$ cat config.mk
export PLATFORM = sky130hd
export DESIGN_NAME = htif_host
export DESIGN_NICKNAME = d
export VERILOG_FILES = /design/src/rtl/htif_host.sv
export SDC_FILE = /design/constraint.sdc
export NUM_CORES = 1
export LEC_CHECK = 0
export ABC_CLOCK_PERIOD_IN_PS = 3940
export CAP_MARGIN = 30
export CORE_ASPECT_RATIO = 0.8
export CORE_MARGIN = 4
export CORE_UTILIZATION = 49
export CTS_BUF_LIST = sky130_fd_sc_hd__clkbuf_4
export CTS_CLUSTER_DIAMETER = 120
export DETAILED_ROUTE_END_ITERATION = 10
export PLACE_DENSITY_LB_ADDON = 0.05
export SYNTH_ARGS = -nofsm -noshare
export SYNTH_HDL_FRONTEND = slang
export SYNTH_SLANG_ARGS = --single-unit
export TNS_END_PERCENT = 50
$ cat constraint.sdc
create_clock -name clk -period 3.94 [get_ports clk]
set_input_delay 0.788 -clock clk [delete_from_list [all_inputs] [get_ports clk]]
set_output_delay 0.788 -clock clk [all_outputs]
set_load 0.01 [all_outputs]
$ cat src/rtl/htif_host.sv
// htif_host: host-side responder for the tohost/fromhost mailbox.
// Decodes each nonzero tohost word as an exit request, a console putchar,
// or a bad command, streams putchar bytes over valid/ready and acks every
// non-exit command through a one-cycle fromhost write.
// Optional feature macro: HTIF_CHAR_COUNT_EN builds a 32-bit counter of
// delivered characters; without it char_count is tied to zero.
module htif_host #(
    parameter int TIMEOUT = 1024
) (
    input  logic        clk,
    input  logic        reset,
    input  logic        tohost_wr_en,
    input  logic [31:0] tohost_wdata,
    output logic        busy,
    output logic        fromhost_wr_en,
    output logic [31:0] fromhost_wdata,
    output logic        char_valid,
    output logic [7:0]  char_data,
    input  logic        char_ready,
    output logic        exit_valid,
    output logic [30:0] exit_code,
    output logic        err,
    output logic [31:0] char_count
);

    localparam logic [15:0] TMO_LOAD = 16'(TIMEOUT - 1);

    typedef enum logic [2:0] {IDLE, DECODE, SEND, ACK, HALT} state_t;

    state_t      state;
    logic [31:0] cmd;
    logic [15:0] tmo_cnt;
    logic        busy_st;

    assign busy_st = (state == DECODE) || (state == SEND) || (state == ACK);

    // Command FSM; every output is registered and changes with the state move.
    always_ff @(posedge clk) begin
        if (reset) begin
            state          <= IDLE;
            cmd            <= '0;
            tmo_cnt        <= '0;
            busy           <= 1'b0;
            fromhost_wr_en <= 1'b0;
            fromhost_wdata <= '0;
            char_valid     <= 1'b0;
            char_data      <= '0;
            exit_valid     <= 1'b0;
            exit_code      <= '0;
            err            <= 1'b0;
        end else begin
            fromhost_wr_en <= 1'b0;
            // A write while a command is in flight is lost; flag it.
            if (tohost_wr_en && busy_st)
                err <= 1'b1;
            case (state)
                IDLE: begin
                    if (tohost_wr_en && tohost_wdata != 32'h0) begin
                        cmd   <= tohost_wdata;
                        busy  <= 1'b1;
                        state <= DECODE;
                    end
                end
                DECODE: begin
                    // The console device/command tag is checked before the exit
                    // bit: printable bytes are routinely odd, so a putchar word
                    // often has bit 0 set and must not be taken as an exit.
                    if (cmd[31:24] == 8'h01 && cmd[23:16] == 8'h01) begin
                        char_data  <= cmd[7:0];
                        char_valid <= 1'b1;
                        tmo_cnt    <= TMO_LOAD;
                        state      <= SEND;
                    end else if (cmd[0]) begin
                        exit_code  <= cmd[31:1];
                        exit_valid <= 1'b1;
                        busy       <= 1'b0;
                        state      <= HALT;
                    end else begin
                        err            <= 1'b1;
                        fromhost_wr_en <= 1'b1;
                        fromhost_wdata <= {cmd[31:16], 15'b0, 1'b0};
                        state          <= ACK;
                    end
                end
                SEND: begin
                    // char_valid is high throughout SEND, so ready alone completes it.
                    if (char_ready) begin
                        char_valid     <= 1'b0;
                        fromhost_wr_en <= 1'b1;
                        fromhost_wdata <= {cmd[31:16], 15'b0, 1'b1};
                        state          <= ACK;
                    end else if (tmo_cnt == 16'h0) begin
                        err            <= 1'b1;
                        char_valid     <= 1'b0;
                        fromhost_wr_en <= 1'b1;
                        fromhost_wdata <= {cmd[31:16], 15'b0, 1'b0};
                        state          <= ACK;
                    end else begin
                        tmo_cnt <= tmo_cnt - 16'd1;
                    end
                end
                ACK: begin
                    busy  <= 1'b0;
                    state <= IDLE;
                end
                HALT: begin
                    state <= HALT;
                end
                default: begin
                    busy  <= 1'b0;
                    state <= IDLE;
                end
            endcase
        end
    end

`ifdef HTIF_CHAR_COUNT_EN
    // Count completed character handshakes; wraps naturally at 2^32.
    always_ff @(posedge clk) begin
        if (reset)
            char_count <= '0;
        else if (state == SEND && char_ready)
            char_count <= char_count + 32'd1;
    end
`else
    assign char_count = 32'h0;
`endif

endmodule

==> results.json <==
{
  "die_y_microns": 97.1,
  "vias": 3865,
  "drt_iter0_drc": 169,
  "fin_nets": 664,
  "fmax_ghz": 0.368,
  "synth_area_leaders": "dfxtp_1 (46%), mux2i_1 (12%), nand2_1 (8.3%), buf_4 (7.3%), a21oi_1 (4.4%)",
  "drt.antenna.violating_nets": 0,
  "outcome": "finished clean",
  "syn_area_sq_mm": 0.00486,
  "crit_required_ps": 4260,
  "clock_sinks": 112,
  "synth_edf_count": 0,
  "overflow": 0,
  "tightest_slew_ps": 891,
  "ctsResizeCount": 0,
  "synth-main-ff-cell": "dfxtp_1",
  "wl_per_cell_microns": 14.8,
  "post-place-ws_ps": 800,
  "grt_pass1_vias": 3645,
  "drcViolationCount": 0,
  "syn_to_final_growth_pct": 19.5,
  "insertedDiodeCount": 0,
  "maxCapViolCount": 0,
  "htreeDepth": 3,
  "vdd_drop_max_v": 0.000398,
  "seq_area_frac_synth_pct": 46.1,
  "clockRootBuffer": "clkbuf_4",
  "dp.final_hpwl_mm": 8.06,
  "clockBufferDepth": 2,
  "io_pins": 144,
  "period_share_pct": 68.9,
  "critPathArrivalTime_ps": 3040,
  "final.setup_skew_ps": 14.5,
  "synth.most_common_cell": "dfxtp_1",
  "holdBufCountCts": 0,
  "vias_per_cell": 5.05,
  "worstPathMaxFanout": 25,
  "antenna_found_initial": 1,
  "ys_async_sr_fraction_pct": 0,
  "drv_slew": 0,
  "final_layout_size_suffix_gt1_share_pct": 4.92,
  "fp.dieW_microns": 119,
  "finalWirelength_mm": 11.4,
  "syn_inst": 545,
  "post-route-min-period_ps": 2720,
  "grt_start_max_net_pins": 90,
  "crit_path_start_kind": "input port",
  "start_util_pct": 50.4,
  "cp_slowest_stage_delay_ps": 510,
  "synth_common_cells": "dfxtp_1 (112), nand2_1 (107), mux2i_1 (56)",
  "p_total_w": 0.00350,
  "post_synth.cell_area_avg_sq_um": 8.91,
  "whs_ps": 465,
  "clock_latency_ps": 450,
  "clk_pin_slew_ps": 160,
  "track_usage_pct": 19.1,
  "cp_cell_sequence": "clkdlybuf4s50_1 -> nor4_1 -> nand4_1 -> o2111ai_4 -> buf_12 -> mux2i_1 -> nor2_1",
  "grt_first_pass_wirelength_mm": 18.1,
  "post_cts_buffers": 0,
  "leakagePower_nw": 2.39,
  "port_buffers": 96,
  "synth_top_area_cell": "dfxtp_1",
  "setup_viol": 0,
  "die_area_sq_mm": 0.0116,
  "synth_top_area_share_pct": 46.1,
  "firstDrtPassIters": 4,
  "fin_util_pct": 60.2,
  "ys_ff_latch": 112,
  "ys_types": 46,
  "ys_warn_count": 0,
  "core_area_sq_mm": 0.00965,
  "hold_viol": 0,
  "hp-class": "flip-flop to flip-flop",
  "cp_slowest_cell": "o2111ai_4",
  "crit_type": "input port to flip-flop",
  "final.setup.tns_ps": 0,
  "max_slew_margin_pct": 40.6,
  "end_kind": "flip-flop",
  "cts_tree": "yes",
  "timing.final.ws_setup_ps": 1220,
  "gp_congestion": 0.785,
  "cts_buffers": 9,
  "rows": 32,
  "power.density_mw_per_mm2": 602,
  "rsz0062_at_grt": "no"
}
[layout by cell type (no fill, tap or decap), types with 3 or more instances in the layout]
master,Yosys,routed
inv_1,5,5
a2111o_1,5,5
xor2_1,8,8
nor3_1,3,3
mux2i_1,56,56
buf_4,47,6
clkbuf_4,0,10
nor2_1,53,53
o2111ai_1,5,5
nand3_1,5,5
conb_1,1,47
nor3b_1,3,3
clkdlybuf4s50_1,0,95
a31oi_1,3,3
nand2_1,107,107
dfxtp_1,112,112
nor4_1,14,14
nand4_1,11,11
a21oi_1,43,42
[final cells by class]
class                   count  area, sq um
flip-flops and latches    112         2240
well taps                 136          170
fillers                   868         3840
inverters                   5         18.8
multi-input cells         395         2250
repair buffers            103         1020
clock inverters             5         25.0
clock buffers              10         75.1
[metal layers]
metal	global-route usage (%)	vias to the layer above	part of all wire, %
met2	28.4	124	42
met3	6.29	14	7.6
li1	-	1929	-
met5	0	-	0.18
met1	26.8	1796	49
met4	4.93	2	1.1
[state kept, by name, indices dropped and copies added (netlist names)]
name            cells
fromhost_wdata     17
exit_valid          1
cmd                32
char_valid          1
tmo_cnt            16
exit_code          31
err                 1
fromhost_wr_en      1
busy                1
char_data           8
state               3
[per-stage QoR]
stage,area (sq um),cells
3_5_place_dp,5710,751
4_1_cts,5810,766
5_1_grt,5810,766
3_3_place_gp,5710,751
2_1_floorplan,5030,591
6_report,5810,766
[where the power goes]
| group | switching, W | total [W] | internal, W |
|---|---|---|---|
| Combinational | 0.000908 | 0.00156 | 0.000647 |
| Clock | 0.000351 | 0.000479 | 0.000128 |
| Sequential | 0.000159 | 0.00146 | 0.00130 |
[critical path: cells and delay by family]
family,cells,cell delay [ps]
AOI/OAI and AO/OA,1,510
buffers and inverters,2,700
muxes,1,210
and+or+nand+nor,3,800
[final timing paths]
path                                              start                        end  slack [ps]  cells after the start
worst max register to register  tmo_cnt[6]$_SDFFE_PP0P_  fromhost_wr_en$_SDFF_PP0_        1330                      6
worst min register to register     cmd[10]$_SDFFE_PP0P_  exit_code[9]$_SDFFE_PP0P_         470                      2
worst max-delay path                   tohost_wdata[24]        cmd[2]$_SDFFE_PP0P_        1220                      7
worst min-delay path               cmd[10]$_SDFFE_PP0P_  exit_code[9]$_SDFFE_PP0P_         470                      2
[kinds of logic after synthesis]
logic type / count (synthesis) / share of synthesized area, %
xor+xnor: 9 / 1.62
simple gates: 213 / 20.0
mux: 56 / 11.5
compound gates: 68 / 8.81
other cells: 1 / 0.0772
buf+inv: 84 / 11.3
fa+ha+maj: 2 / 0.515
flops: 112 / 46.1
Note: power is estimated with default switching activity, not from simulation.
==> edit: new RTL, same settings <==
Encoding of `state_t`: now Gray code (3 bits for 5 states).
--- a/src/rtl/htif_host.sv
+++ b/src/rtl/htif_host.sv
@@ -25,7 +25,7 @@
 
     localparam logic [15:0] TMO_LOAD = 16'(TIMEOUT - 1);
 
-    typedef enum logic [2:0] {IDLE, DECODE, SEND, ACK, HALT} state_t;
+    typedef enum logic [2:0] {IDLE = 3'b000, DECODE = 3'b001, SEND = 3'b011, ACK = 3'b010, HALT = 3'b110} state_t;
 
     state_t      state;
     logic [31:0] cmd;
Check against the original RTL: same outputs for any inputs over 4 cycles, from zero or initial values and one cycle with reset high; so few cycles prove little.
==> edit against the unedited design <==
- area after synthesis is 4.2% lower
- clock skew is 0.0074 ns higher
- routed wire length is 3.6% lower
- first-iteration DRC count is 18% lower
- largest cell class is now flip-flops and latches
- sequential cell count stayed put
- count of clock-buffer cells in the layout is 1 lower
- final cell count is 5.1% lower
- utilization is 1.5 points higher
- highest routed layer is now met4
- design area is 2.7% lower
- setup slack better by 0.13 ns
Power is not compared: it rests on default switching activity, and its combinational part moved more than twofold at a synthesized area within 25%.
==> edit: results (changes against the unedited design) <==
.. list-table::
   :header-rows: 1

   * - Metric
     - Value
   * - Final setup skew
     - 0.0219 ns (+0.00737 ns)
   * - Number of filler instances in the final layout
     - 804 (-7.4%)
   * - Met2 wire length
     - 4.73 mm (-1.6%)
   * - Vias per cell
     - 5.12 (+1.4%)
   * - PortBufs
     - 96 (unchanged)
   * - Met1 track demand over resource in global routing
     - 0.278 (+0.00967)
   * - Clock root buffer master
     - clkbuf_4
   * - TritonCTS Buffers
     - 9 (unchanged)
   * - Hold Path Class
     - reg -> reg
   * - Global routing usage summed across all routing layers
     - 0.197 (+0.00574)
   * - Wire length of the first global-routing pass
     - 17.2 mm (-5.3%)
   * - Wire length the detailed router placed on met1
     - 5.31 mm (-4.0%)
   * - Post-synthesis cell type count
     - 43 (-6.5%)
   * - Deepest level of the CTS H-tree
     - 3 (unchanged)
   * - Detailed-placement wirelength estimate
     - 7.79 mm (-3.4%)
   * - Headroom to the max-slew limit
     - 0.450 (+0.0436)
   * - Initial antenna violation count
     - 0 (-1)
   * - Number of nets in the layout
     - 645 (-2.9%)
   * - Clock Pin Slew Worst Setup and Hold Paths
     - 0.16 ns (about the same)
   * - Clock latency on the worst-skew pair
     - 0.46 ns
   * - Setup Buffers After CTS
     - 0 (unchanged)
   * - Status
     - complete, no violations
   * - Final Wtd Congestion
     - 0.823 (+4.8%)
   * - Fraction of layout instances using a drive strength above 1
     - 0.0474 (-0.00182)
   * - Met3 Resource Use GR
     - 0.0660 (+0.00313)
   * - Met2 track demand over resource in global routing
     - 0.290 (+0.00536)
   * - Routed length on met3
     - 794 um (-8.1%)
   * - Final Routed Wirelength
     - 10.9 mm (-3.6%)
   * - Top sig layer
     - met4
   * - Ant diodes
     - 0 (unchanged)
   * - Vias in the first global route
     - 3498 (-4.0%)
   * - Maximum vdd drop
     - 0.222 mV
   * - Number of design-rule violations left by the first detailed-router iteration
     - 139 (-18%)
   * - Post-synthesis async set-or-reset flop share
     - 0 (unchanged)
   * - Critical Path Fanout Max
     - 18 (-28%)
   * - LEAKAGE
     - 2.25 nW
   * - Leading post-synthesis cells by instance count
     - dfxtp_1, nand2_1, nor2_1, a21oi_1, mux2i_1
   * - Pre-CTS setup slack
     - 0.884 ns (+0.0845 ns)
   * - Largest net degree at the start of global routing
     - 81 (-10%)
   * - Part of the Yosys area used for sequential elements
     - 0.482 (+0.0204)
   * - Top post-synthesis cells by area
     - dfxtp_1, mux2i_1, buf_4
   * - Detailed Routing Iterations Pass 1
     - 4 (unchanged)
   * - Top FF cell, synth
     - dfxtp_1
   * - Yosys warning count
     - 0 (unchanged)
   * - Clock Path Buffers
     - 2 (unchanged)
   * - Gates resized, CTS repair
     - 0 (unchanged)
   * - Registers with the most flip-flops
     - cmd (32), exit_code (31), fromhost_wdata (17)
   * - Post-detailed-placement cell area
     - 5520 um^2 (-3.3%)
[edit: cell type report]
| cell class | instances | area, um^2 | share of cell area |
|---|---|---|---|
| clock buffer | 9 | 67.6 | 0.0120 |
| clock inverter | 7 | 62.6 | 0.0111 |
| inverter | 3 | 11.3 | 0.00199 |
| multi-input combinational | 378 | 2110 | 0.374 |
| sequential | 112 | 2240 | 0.397 |
| tap | 115 | 144 | 0.0255 |
| timing repair buffer | 103 | 1010 | 0.179 |
[edit: final timing paths]
check,start,to,slack (ns),cells past startpoint
hold reg to reg,exit_code[13],exit_code[13],0.46,2
hold / removal,exit_code[13],exit_code[13],0.46,2
setup reg to reg,tmo_cnt[1],fromhost_wdata[18],1.35,8
setup / recovery,tmo_cnt[1],fromhost_wdata[18],1.35,8
[edit: cell families (layout without fill, tap and decap cells)]
group	count (synthesis)	in the layout	share of synthesized area
compound gates	64	64	0.0758
xor+xnor	14	14	0.0264
fa+ha+maj	2	2	0.00538
buf+inv	79	122	0.103
flops	112	112	0.482
mux	48	48	0.103
other cells	1	47	0.000806
simple gates	203	203	0.203
[edit: critical path, cell delays in order, from the launching register on]
cell      delay (ns)
dfxtp_1         0.41
inv_1           0.09
ha_1            0.19
nor4b_1         0.13
and4_1          0.39
o221ai_2        0.65
buf_4           0.33
mux2i_1         0.20
nor2_1          0.05
[edit: where the power goes]
group | switching [mW] | total (mW) | internal, mW
Sequential | 0.0282 | 1.19 | 1.17
Clock | 0.363 | 0.550 | 0.188
Combinational | 0.112 | 0.206 | 0.0935
Total | 0.503 | 1.95 | 1.45
[edit: per-stage QoR]
step	cells	hold slack [ns]
floorplan	569	0.432
finish	727	0.462
CTS	727	0.464
detailed placement	711	0.445
global placement	711	0.437
global route	727	0.490
